File: src/rtl/imm_scan_ctrl_pkg.sv
// rtl/imm_scan_ctrl_pkg.sv - shared geometry defaults and FSM encoding for the imm scan controller
//
// Purpose: single home for the imm datapath widths, default frame geometry
// and the scan FSM state encoding, so the controller, its raster counter
// and anything that models imm agree on the same values.
// Ports: none (package).
package imm_scan_ctrl_pkg;

    localparam int DEF_PIX_W  = 12;
    localparam int DEF_I_W    = 9;
    localparam int DEF_J_W    = 8;
    localparam int DEF_IMG_W  = 320;
    localparam int DEF_IMG_H  = 240;
    localparam int DEF_ADDR_W = 17;

    typedef enum logic [2:0] {
        ST_IDLE = 3'd0,
        ST_RD   = 3'd1,
        ST_CAP  = 3'd2,
        ST_OUT  = 3'd3,
        ST_DONE = 3'd4
    } scan_state_t;

endpackage

File: src/rtl/imm_scan_cnt.sv
// rtl/imm_scan_cnt.sv - raster column/row/address counter for the frame scan
//
// Purpose: walks (i, j) in raster order and keeps the linear frame address as
// a running count alongside, so no j*IMG_W multiply is needed.
// Ports:
//   clk, rst_n   clock, asynchronous active-low reset
//   clear        return to pixel (0,0), address 0; wins over inc
//   inc          advance one pixel
//   i, j         current column / row
//   addr         current linear address (j*IMG_W + i)
//   last         current pixel is the final one of the frame
module imm_scan_cnt
    import imm_scan_ctrl_pkg::*;
#(
    parameter int I_W    = DEF_I_W,
    parameter int J_W    = DEF_J_W,
    parameter int IMG_W  = DEF_IMG_W,
    parameter int IMG_H  = DEF_IMG_H,
    parameter int ADDR_W = DEF_ADDR_W
) (
    input  logic              clk,
    input  logic              rst_n,
    input  logic              clear,
    input  logic              inc,
    output logic [I_W-1:0]    i,
    output logic [J_W-1:0]    j,
    output logic [ADDR_W-1:0] addr,
    output logic              last
);

    localparam logic [I_W-1:0] I_MAX = I_W'(IMG_W - 1);
    localparam logic [J_W-1:0] J_MAX = J_W'(IMG_H - 1);

    logic i_end;

    assign i_end = (i == I_MAX);
    assign last  = i_end && (j == J_MAX);

    // Stepping past the last pixel folds straight back to the origin so the
    // counter is already parked at (0,0) when the frame completes.
    always_ff @(posedge clk or negedge rst_n) begin
        if (!rst_n) begin
            i    <= '0;
            j    <= '0;
            addr <= '0;
        end else if (clear || (inc && last)) begin
            i    <= '0;
            j    <= '0;
            addr <= '0;
        end else if (inc) begin
            addr <= addr + 1'b1;
            if (i_end) begin
                i <= '0;
                j <= j + 1'b1;
            end else begin
                i <= i + 1'b1;
            end
        end
    end

endmodule

File: src/rtl/imm_scan_ctrl.sv
// rtl/imm_scan_ctrl.sv - frame-scan controller feeding the imm pixel-masking datapath
//
// Purpose: on start, walks the frame in raster order, reads each pixel from a
// synchronous frame RAM, presents it with coordinates and latched offsets/Tx
// to imm, and emits imm's result on a valid/ready output stream.
// Build option: define IMM_CTRL_PERF_EN to enable the stall_cnt counter;
// otherwise stall_cnt is tied to zero.
// Ports:
//   clk, rst_n                 clock, asynchronous active-low reset
//   start, abort               begin frame (IDLE only) / cancel frame (any state)
//   cfg_i_off, cfg_j_off, cfg_tx  offsets and mask mode, latched on accepted start
//   busy, done                 frame in progress / one-cycle completion pulse
//   rd_en, rd_addr, rd_data    frame RAM read port (data one cycle after rd_en)
//   imm_pixel .. imm_tx        registered operands driven to imm
//   imm_result                 imm's combinational result
//   out_pixel, out_valid, out_ready  output pixel stream
//   stall_cnt                  cycles spent waiting on out_ready
module imm_scan_ctrl
    import imm_scan_ctrl_pkg::*;
#(
    parameter int PIX_W  = DEF_PIX_W,
    parameter int I_W    = DEF_I_W,
    parameter int J_W    = DEF_J_W,
    parameter int IMG_W  = DEF_IMG_W,
    parameter int IMG_H  = DEF_IMG_H,
    parameter int ADDR_W = DEF_ADDR_W
) (
    input  logic              clk,
    input  logic              rst_n,
    input  logic              start,
    input  logic              abort,
    input  logic [I_W-1:0]    cfg_i_off,
    input  logic [J_W-1:0]    cfg_j_off,
    input  logic              cfg_tx,
    output logic              busy,
    output logic              done,
    output logic              rd_en,
    output logic [ADDR_W-1:0] rd_addr,
    input  logic [PIX_W-1:0]  rd_data,
    output logic [PIX_W-1:0]  imm_pixel,
    output logic [I_W-1:0]    imm_i_p,
    output logic [J_W-1:0]    imm_j_p,
    output logic [I_W-1:0]    imm_i_offset,
    output logic [J_W-1:0]    imm_j_offset,
    output logic              imm_tx,
    input  logic [PIX_W-1:0]  imm_result,
    output logic [PIX_W-1:0]  out_pixel,
    output logic              out_valid,
    input  logic              out_ready,
    output logic [15:0]       stall_cnt
);

    scan_state_t state, state_nxt;

    logic accept_start;
    logic xfer;
    logic cnt_last;

    // abort outranks both start and a same-cycle transfer
    assign accept_start = (state == ST_IDLE) && start && !abort;
    assign xfer         = (state == ST_OUT) && out_ready && !abort;

    imm_scan_cnt #(
        .I_W    (I_W),
        .J_W    (J_W),
        .IMG_W  (IMG_W),
        .IMG_H  (IMG_H),
        .ADDR_W (ADDR_W)
    ) u_cnt (
        .clk   (clk),
        .rst_n (rst_n),
        .clear (accept_start || abort),
        .inc   (xfer),
        .i     (imm_i_p),
        .j     (imm_j_p),
        .addr  (rd_addr),
        .last  (cnt_last)
    );

    always_ff @(posedge clk or negedge rst_n) begin
        if (!rst_n) begin
            state <= ST_IDLE;
        end else begin
            state <= state_nxt;
        end
    end

    always_comb begin
        state_nxt = state;
        if (abort) begin
            state_nxt = ST_IDLE;
        end else begin
            case (state)
                ST_IDLE: if (start) state_nxt = ST_RD;
                ST_RD:   state_nxt = ST_CAP;
                ST_CAP:  state_nxt = ST_OUT;
                ST_OUT:  if (out_ready) state_nxt = cnt_last ? ST_DONE : ST_RD;
                ST_DONE: state_nxt = ST_IDLE;
                default: state_nxt = ST_IDLE;
            endcase
        end
    end

    always_comb begin
        busy      = (state != ST_IDLE);
        done      = (state == ST_DONE);
        rd_en     = (state == ST_RD);
        out_valid = (state == ST_OUT);
    end

    // Pixel and config are held in registers so imm sees steady operands for
    // the whole OUT phase, however long downstream backpressure lasts.
    always_ff @(posedge clk or negedge rst_n) begin
        if (!rst_n) begin
            imm_pixel <= '0;
        end else if (state == ST_CAP) begin
            imm_pixel <= rd_data;
        end
    end

    always_ff @(posedge clk or negedge rst_n) begin
        if (!rst_n) begin
            imm_i_offset <= '0;
            imm_j_offset <= '0;
            imm_tx       <= 1'b0;
        end else if (accept_start) begin
            imm_i_offset <= cfg_i_off;
            imm_j_offset <= cfg_j_off;
            imm_tx       <= cfg_tx;
        end
    end

    assign out_pixel = out_valid ? imm_result : '0;

`ifdef IMM_CTRL_PERF_EN
    logic [15:0] stall_q;

    always_ff @(posedge clk or negedge rst_n) begin
        if (!rst_n) begin
            stall_q <= '0;
        end else if (accept_start) begin
            stall_q <= '0;
        end else if (out_valid && !out_ready && (stall_q != 16'hFFFF)) begin
            stall_q <= stall_q + 16'd1;
        end
    end

    assign stall_cnt = stall_q;
`else
    assign stall_cnt = 16'd0;
`endif

endmodule
File: config.mk
export PLATFORM = sky130hd
export DESIGN_NAME = imm_scan_ctrl
export DESIGN_NICKNAME = d
export VERILOG_FILES = /design/src/rtl/imm_scan_ctrl_pkg.sv /design/src/rtl/imm_scan_cnt.sv /design/src/rtl/imm_scan_ctrl.sv
export SDC_FILE = /design/constraint.sdc
export NUM_CORES = 1
export LEC_CHECK = 0
export CAP_MARGIN = 40
export CELL_PAD_IN_SITES_DETAIL_PLACEMENT = 0
export CELL_PAD_IN_SITES_GLOBAL_PLACEMENT = 1
export CORE_ASPECT_RATIO = 0.75
export CORE_MARGIN = 2
export CORE_UTILIZATION = 34
export CTS_CLUSTER_SIZE = 28
export DETAILED_ROUTE_END_ITERATION = 8
export PLACE_DENSITY = 0.83
export REMOVE_ABC_BUFFERS = 1
export SLEW_MARGIN = 10
export SYNTH_ARGS = -nofsm -noshare
export SYNTH_HDL_FRONTEND = slang
export SYNTH_SLANG_ARGS = --single-unit
File: constraint.sdc
create_clock -name clk -period 4.7 [get_ports clk]
set_clock_uncertainty 0.1 [all_clocks]
set_input_delay 0.705 -clock clk [delete_from_list [all_inputs] [get_ports clk]]
set_output_delay 0.705 -clock clk [all_outputs]
set_load 0.05 [all_outputs]
==> results.rst, run 1 <==
.. list-table::
   :header-rows: 1

   * - Metric
     - Value
   * - Final Critical Period
     - approximately 3.3 ns
   * - Area share of the largest cell type after synthesis
     - between 40% and 50%
   * - Clock sinks
     - 67
   * - Relative slew slack
     - 40.5%
   * - Signed area change from the synthesized netlist to the final layout
     - 50.2%
   * - Number of buffers created by CTS
     - 9
   * - Data arrival time of the critical path
     - ~2.5 ns
   * - Count of mapped cells out of synthesis
     - 316
   * - Leakage power
     - about 2 nW
   * - Design area
     - between 5000 and 6000 sq um
   * - Flip-flop and latch count after synthesis
     - 67
   * - Placer Congestion
     - 0.760
   * - Netlist area before placement
     - approximately 3400 sq um
   * - CTS clock-pin slew for the worst setup and hold paths
     - 0.05 ns
   * - Hold Violations, Final
     - 0
   * - Number of rows in the core area
     - 31
   * - Post-CTS setup repair buffer count
     - 0
   * - Number of global-route vias before repair
     - roughly 2700
   * - Number of search-and-repair iterations in the first detailed-routing pass
     - 4
   * - Detailed-placement wirelength estimate
     - between 6000 and 7000 microns
   * - Starting density of the core
     - between 30% and 40%
   * - Hold buffer count at cts
     - 0
   * - Unrepaired setup endpoints after global routing
     - false
   * - Sort of element at the start of the critical path
     - flop
   * - Global route overflow
     - 0
   * - Post-route setup TNS
     - 0 ns
   * - Critical Path RT
     - 3.89 ns
   * - Clock tree from TritonCTS
     - done
   * - Worst skew pair latency
     - 0.33 ns
   * - Fraction of the yosys area taken by sequential cells
     - roughly 50%
   * - Average instance area after synthesis
     - roughly 11 sq um
   * - Initial antenna violation count
     - 0
   * - Maximum clock insertion buffer count
     - 2
   * - Number of failing setup endpoints in the final timing report
     - 0
   * - Maximum clock frequency
     - 307 MHz
   * - Category of the worst setup path capture point
     - output pin
   * - Layout cells sized above 1
     - 12.7%
   * - Antenna Violating Nets Remaining
     - 0
   * - Pin count of the biggest net entering global routing
     - 26
   * - Worst hold-check slack
     - 0.251 ns
   * - IR drop worst, VDD
     - around 260 uV
   * - Kind of critical path
     - flop to output pin
   * - Number of distinct library cells after synthesis
     - 40
   * - Setup slack at placement
     - around 1.6 ns
   * - Status
     - complete, no violations
   * - Post-synthesis cell type with the largest combined area
     - sky130_fd_sc_hd__dfrtp_1
   * - Drt initial violations
     - 140
   * - Overall via count from detail_route
     - approximately 2800
   * - Final core area utilization
     - between 50% and 60%
   * - Overall routed net length
     - around 8600 microns
   * - Worst path setup slack after routing
     - about 1.4 ns
   * - Via density
     - 4.88
   * - DRC
     - 0
   * - Synth Flop Type
     - sky130_fd_sc_hd__dfrtp_1
   * - Critical path fanouts, max
     - 13
   * - Total cell area at the placement stage
     - around 4700 sq um
   * - First-pass GRT wire length
     - 14200 microns
   * - Deepest level of the CTS H-tree
     - 3
   * - Number of warning messages in the yosys log
     - 0
   * - CP max stage delay
     - approximately 0.80 ns
   * - Number of enable-type register cells in the synthesized netlist
     - 0
   * - Crit share post-route
     - between 60% and 70%
   * - Sequence of cells on the critical path
     - nand2_1, nor2_1, and2_1, clkdlybuf4s50_1
   * - Num ports
     - about 140
   * - Async set or reset register ratio after synthesis
     - between 90% and 100%
   * - Total GRT Usage
     - approximately 16%
   * - Port-buffer cells
     - between 100 and 150
   * - Chip Height
     - 90.0 microns
   * - Placeable core region
     - 9620 sq um
   * - Measured slew at the worst slew-check pin
     - roughly 0.89 ns
   * - Full die area
     - 10700 sq um
   * - Drt wl/cell
     - 14.8 microns
   * - Number of max-slew violations in the final report
     - 0
   * - NumNets Final
     - 494
   * - Critical-path top delay cell
     - sky130_fd_sc_hd__clkdlybuf4s50_1
   * - Worst hold path class
     - input pin to asynchronous set/reset pin
   * - Die outline width
     - 119 microns
   * - Cts repair resizes
     - 0
   * - Number of antenna cells inserted
     - 0
   * - Top cells by area, synth
     - sky130_fd_sc_hd__dfrtp_1 50%, sky130_fd_sc_hd__mux2_2 9.7%, sky130_fd_sc_hd__buf_4 3.8%
   * - Ratio of total power to cell area
     - 407 nW/um^2
   * - Max-cap violations
     - 0
   * - Clk Tree Root Cell
     - sky130_fd_sc_hd__clkbuf_16
[registers in the layout, summed over array words and instances, names as in the netlist]
| name | cells |
|---|---|
| u_cnt.j | 8 |
| imm_j_offset | 8 |
| u_cnt.addr | 17 |
| imm_i_offset | 9 |
| imm_pixel | 12 |
| state | 3 |
| u_cnt.i | 9 |
| imm_tx | 1 |
[final cells by class]
cell class	instances	area, sq um
repair buffers	132	1320
clock inverters	6	88.8
well taps	132	165
inverters	6	22.5
flip-flops and latches	67	1680
fillers	896	4580
clock buffers	10	239
multi-input cells	228	1530
[synth_stat cells (3+ instances only)]
| cell | n |
|---|---|
| sky130_fd_sc_hd__and3_1 | 8 |
| sky130_fd_sc_hd__ha_1 | 3 |
| sky130_fd_sc_hd__o21ai_0 | 17 |
| sky130_fd_sc_hd__a21oi_1 | 24 |
| sky130_fd_sc_hd__nand2_1 | 17 |
| sky130_fd_sc_hd__xor2_1 | 3 |
| sky130_fd_sc_hd__inv_1 | 6 |
| sky130_fd_sc_hd__buf_4 | 17 |
| sky130_fd_sc_hd__nor2b_1 | 4 |
| sky130_fd_sc_hd__or3_1 | 15 |
| sky130_fd_sc_hd__and2_1 | 16 |
| sky130_fd_sc_hd__nand4_1 | 6 |
| sky130_fd_sc_hd__and4b_1 | 4 |
| sky130_fd_sc_hd__nand3_1 | 12 |
| sky130_fd_sc_hd__nor2_1 | 9 |
| sky130_fd_sc_hd__o31ai_1 | 13 |
| sky130_fd_sc_hd__or4_1 | 8 |
| sky130_fd_sc_hd__clkbuf_1 | 7 |
| sky130_fd_sc_hd__mux2_2 | 29 |
| sky130_fd_sc_hd__dfrtp_1 | 67 |
| sky130_fd_sc_hd__buf_2 | 6 |
| sky130_fd_sc_hd__xnor2_1 | 3 |
[per-stage QoR]
step                      total power, mW  instances
after floorplan                      1.10        301
after global placement               1.33        561
after detailed placement             1.34        565
after CTS                            2.07        581
after global routing                 2.13        581
final                                2.05        581
[power by group]
group	internal [mW]	switching, mW
sequential	0.652	0.0401
clock	0.478	0.248
combinational	0.230	0.406
total	1.36	0.694
[cells in the final DEF, fill, tap and decap left out, types with 2 or more instances in the layout]
| master | Yosys | final |
|---|---|---|
| sky130_fd_sc_hd__clkdlybuf4s50_1 | 0 | 125 |
| sky130_fd_sc_hd__dfrtp_1 | 67 | 67 |
| sky130_fd_sc_hd__mux2_2 | 29 | 29 |
| sky130_fd_sc_hd__a21oi_1 | 24 | 24 |
| sky130_fd_sc_hd__nand2_1 | 17 | 17 |
| sky130_fd_sc_hd__o21ai_0 | 17 | 17 |
| sky130_fd_sc_hd__and2_1 | 16 | 16 |
| sky130_fd_sc_hd__conb_1 | 1 | 16 |
| sky130_fd_sc_hd__or3_1 | 15 | 15 |
| sky130_fd_sc_hd__o31ai_1 | 13 | 13 |
| sky130_fd_sc_hd__nand3_1 | 12 | 12 |
| sky130_fd_sc_hd__nor2_1 | 9 | 9 |
| sky130_fd_sc_hd__clkbuf_16 | 0 | 9 |
| sky130_fd_sc_hd__and3_1 | 8 | 8 |
| sky130_fd_sc_hd__or4_1 | 8 | 8 |
| sky130_fd_sc_hd__inv_1 | 6 | 6 |
| sky130_fd_sc_hd__nand4_1 | 6 | 6 |
| sky130_fd_sc_hd__and4b_1 | 4 | 4 |
| sky130_fd_sc_hd__nor2b_1 | 4 | 4 |
| sky130_fd_sc_hd__xnor2_1 | 3 | 3 |
| sky130_fd_sc_hd__xor2_1 | 3 | 3 |
| sky130_fd_sc_hd__ha_1 | 3 | 3 |
| sky130_fd_sc_hd__buf_4 | 17 | 3 |
| sky130_fd_sc_hd__nand2b_1 | 2 | 2 |
| sky130_fd_sc_hd__a22oi_1 | 2 | 2 |
| sky130_fd_sc_hd__and4_1 | 2 | 2 |
| sky130_fd_sc_hd__clkinvlp_4 | 0 | 2 |
| sky130_fd_sc_hd__bufinv_16 | 0 | 2 |
| sky130_fd_sc_hd__buf_2 | 6 | 2 |
[worst paths after layout]
| check | from | to | slack, ns | cells past startpoint |
|---|---|---|---|---|
| min in group clk | imm_i_offset[8] | imm_i_offset[8] | 0.39 | 1 |
| max in group asynchronous | rst_n | imm_pixel[0] | 3.36 | 3 |
| max reg2reg | u_cnt.i[1] | u_cnt.j[3] | 2.38 | 5 |
| max | state[0] | out_pixel[10] | 1.44 | 4 |
| min reg2reg | imm_i_offset[8] | imm_i_offset[8] | 0.39 | 1 |
| min | rst_n | u_cnt.addr[15] | 0.25 | 1 |
[cell families after synthesis]
group / synth area share [%]
adder cells (fa/ha/maj): 1.12
other: 0.112
XOR/XNOR: 1.57
AND/OR/NAND/NOR: 20.3
AO/OA/AOI/OAI: 10.7
multiplexers: 10.1
flip-flops: 50.0
buffers and inverters: 6.15
[per-layer routing]
| layer | routed length (microns) | track usage [%] | vias to the layer above |
|---|---|---|---|
| met3 | 464 | 5.01 | 9 |
| met1 | 4120 | 23.4 | 1367 |
| li1 | - | - | 1384 |
| met4 | 75 | 4.17 | 0 |
| met2 | 3930 | 24.5 | 75 |
| met5 | 0 | 0 | - |
[worst max-delay path: cells and delay by family (launching register included)]
| kind | cells | cell delay, ns |
|---|---|---|
| and+or+nand+nor | 3 | 0.81 |
| DFF | 1 | 0.52 |
| buffers and inverters | 1 | 0.80 |
(Power assumes the default switching activity.)
==> inputs of run 2 (changes only) <==
- CORE_UTILIZATION: 34 -> 29
- PLACE_DENSITY: 0.83 -> 0.75
- clock period: 4.7 -> 2.9 ns (I/O delays scaled with it)
==> results.rst, run 2 (synthesized netlist as in run 1, its figures left out) <==
.. list-table::
   :header-rows: 1

   * - Metric
     - Value
   * - Worst hold path class
     - input pin to asynchronous set/reset pin (unchanged)
   * - Starting density of the core
     - 30.2% (was 34.9%)
   * - Uppermost routed layer
     - met4 (unchanged)
   * - Worst path setup slack after routing
     - 0.221 ns (was 1.44 ns)
   * - Maximum clock insertion buffer count
     - 2 (unchanged)
   * - Worst r2r src
     - state[2] (was u_cnt.i[1])
   * - Category of the worst setup path capture point
     - output pin (unchanged)
   * - Relative slew slack
     - 44.3% (was 40.5%)
   * - Most common cell after layout, fill and taps aside
     - sky130_fd_sc_hd__clkdlybuf4s50_1 (unchanged)
   * - Critical Path RT
     - 2.37 ns (was 3.89 ns)
   * - Die outline width
     - 128 microns (was 119 microns)
   * - Clock tree from TritonCTS
     - done (unchanged)
   * - Post-route setup TNS
     - 0 ns (unchanged)
   * - Crit share post-route
     - 92.4%
   * - Total length of routed met3 wires
     - 511 microns (was 464 microns)
   * - Unrepaired setup endpoints after global routing
     - false (unchanged)
   * - Critical path startpoint
     - state[1] (was state[0])
   * - Placer Congestion
     - 0.771 (was 0.760)
   * - Num ports
     - 143 (unchanged)
   * - Pint
     - 2.29 mW (was 1.36 mW)
   * - Setup slack at placement
     - 0.317 ns (was 1.62 ns)
   * - Highest-count cells in the layout ignoring fill and taps
     - 113 x sky130_fd_sc_hd__clkdlybuf4s50_1, 67 x sky130_fd_sc_hd__dfrtp_1, 29 x sky130_fd_sc_hd__mux2_2, 24 x sky130_fd_sc_hd__a21oi_1 (was 125 x sky130_fd_sc_hd__clkdlybuf4s50_1, 67 x sky130_fd_sc_hd__dfrtp_1, 29 x sky130_fd_sc_hd__mux2_2, 24 x sky130_fd_sc_hd__a21oi_1)
   * - Register cell area after layout
     - 1680 sq um (unchanged)
   * - Number of global-route vias before repair
     - 2602 (was 2686)
   * - Detailed-placement wirelength estimate
     - 6360 microns (was 6490 microns)
   * - DRT met1 WL
     - 4360 microns (was 4120 microns)
   * - Maximum clock frequency
     - ~370 MHz
   * - Data arrival time of the critical path
     - 2.14 ns (was 2.46 ns)
   * - Max-cap violations
     - 0 (unchanged)
   * - Deepest level of the CTS H-tree
     - 3 (unchanged)
   * - Number of search-and-repair iterations in the first detailed-routing pass
     - 4 (unchanged)
   * - Number of rows in the core area
     - 33 (was 31)
   * - Met2 Routed Length
     - 4020 microns (was 3930 microns)
   * - Placeable core region
     - 11100 sq um (was 9620 sq um)
   * - Leakage power
     - 2.27 nW (was 2.01 nW)
   * - Layout cells sized above 1
     - 13.6% (was 12.7%)
   * - Number of failing setup endpoints in the final timing report
     - 0 (unchanged)
   * - Ratio of total power to cell area
     - 664 nW/um^2 (was 407 nW/um^2)
   * - DRC
     - 0 (unchanged)
   * - NumNets Final
     - 500 (was 494)
   * - Critical path fanouts, max
     - 13 (unchanged)
   * - FILL cells
     - 1038 (was 896)
   * - Status
     - complete, no violations (unchanged)
   * - Sort of element at the start of the critical path
     - flop (unchanged)
   * - Chip Height
     - 97.1 microns (was 90.0 microns)
   * - Total cell area at the placement stage
     - 4760 sq um (was 4710 sq um)
   * - First-pass GRT wire length
     - 14100 microns (was 14200 microns)
   * - Hold Violations, Final
     - 0 (unchanged)
   * - Antenna Violating Nets Remaining
     - 0 (unchanged)
   * - Full die area
     - 12500 sq um (was 10700 sq um)
   * - Initial antenna violation count
     - 0 (unchanged)
   * - Drt wl/cell
     - 15.0 microns (was 14.8 microns)
   * - Comb power frac
     - 30.3% (was 31.0%)
   * - Clock sinks
     - 67 (unchanged)
   * - Sequence of cells on the critical path
     - nand2_1, nor2_2, clkdlybuf4s50_1 (was nand2_1, nor2_1, and2_1, clkdlybuf4s50_1)
   * - Number of max-slew violations in the final report
     - 0 (unchanged)
   * - Sw frac
     - 32.8% (was 33.8%)
   * - Clk pwr share
     - 36.9% (was 35.3%)
   * - Pin count of the biggest net entering global routing
     - 64 (was 26)
   * - CTS clock-pin slew for the worst setup and hold paths
     - 0.06 ns (was 0.05 ns)
   * - Final Critical Period
     - 2.68 ns
   * - Number of buffers created by CTS
     - 9 (unchanged)
   * - CP max stage delay
     - 0.89 ns (was 0.80 ns)
   * - Design area
     - 5140 sq um (was 5040 sq um)
   * - Port-buffer cells
     - 126 (unchanged)
   * - Measured slew at the worst slew-check pin
     - 0.834 ns (was 0.886 ns)
   * - Total GRT Usage
     - 14.3% (was 16.5%)
   * - IR drop worst, VDD
     - 538 uV (was 259 uV)
   * - Critical-path top delay cell
     - sky130_fd_sc_hd__clkdlybuf4s50_1 (unchanged)
   * - Overall via count from detail_route
     - 2856 (was 2835)
   * - Number of antenna cells inserted
     - 0 (unchanged)
   * - NetSw
     - 1.12 mW (was 0.694 mW)
   * - Area of the multi-input gates
     - 1540 sq um (was 1530 sq um)
   * - Total design power
     - 3.41 mW (was 2.05 mW)
   * - Biggest regs
     - u_cnt.addr (17), imm_pixel (12) (unchanged)
   * - Global route overflow
     - 0 (unchanged)
   * - Final core area utilization
     - 46.3% (was 52.4%)
   * - Signed area change from the synthesized netlist to the final layout
     - 53.3% (was 50.2%)
   * - Register ranked first by flip-flop count
     - u_cnt.addr (unchanged)
   * - Worst skew pair latency
     - 0.33 ns (about the same)
   * - Clk Tree Root Cell
     - sky130_fd_sc_hd__clkbuf_16 (unchanged)
   * - Kind of critical path
     - flop to output pin (unchanged)
   * - Drt initial violations
     - 125 (was 140)
   * - Overall routed net length
     - 8910 microns (was 8590 microns)
   * - Portion of total power attributed to sequential cells
     - 32.8% (was 33.7%)
   * - Via density
     - 4.80 (was 4.88)
   * - Number of flip-flops under the largest register name
     - 17 (unchanged)
run 2: power by group through the flow:
| stage | logic, mW | registers, mW | clock network (mW) |
|---|---|---|---|
| 3_3_place_gp | 1.04 | 1.13 | 0 |
| 3_5_place_dp | 1.04 | 1.14 | 0 |
| 4_1_cts | 1.05 | 1.12 | 1.29 |
| 5_1_grt | 1.08 | 1.14 | 1.33 |
| 2_1_floorplan | 0.223 | 1.56 | 0 |
| 6_report | 1.04 | 1.12 | 1.26 |
run 2: critical path: cells and delay by family, from the launching register on:
| family | cells | cell delay (ns) |
|---|---|---|
| AND/OR/NAND/NOR | 2 | 0.43 |
| flip-flops | 1 | 0.50 |
| buffers and inverters | 1 | 0.89 |
run 2: per-layer routing:
layer / up-vias / GRT usage, %
met5: - / 0
met4: 0 / 2.87
li1: 1394 / -
met2: 91 / 20.8
met3: 2 / 5.18
met1: 1369 / 20.4
run 2: per-stage QoR:
step                hold slack [ns]  std cells
CTS                           0.349        595
global route                  0.378        595
floorplan                    0.0394        301
finish                        0.355        595
detailed placement            0.164        578
global placement              0.162        578
run 2: final timing paths:
kind,end,slack (ns),depth (start not counted)
worst max-delay path,out_valid,0.22,3
worst min-delay path,u_cnt.addr[15],0.36,2
worst max register to register,u_cnt.addr[12],0.75,5
worst min register to register,imm_i_offset[8],0.39,1
max in group asynchronous,state[0],1.78,3
min in group clk,imm_i_offset[8],0.39,1
run 2: repair_timing:
action / 4_1_cts / 5_1_grt
endpoints found under the setup margin: 12 / 12
hold endpoints to repair: 4 / 0
buffers inserted: 0 / 0
hold buffers: 1 / 0
gates resized for setup: 1 / 12
gates cloned: 0 / 0
run 2: cell type report:
cell class	instances	area share, %
flip-flops and latches	67	32.6
inverters	6	0.438
well taps	140	3.41
clock inverters	5	1.95
clock buffers	11	4.72
multi-input cells	228	29.8
repair buffers	138	27.0
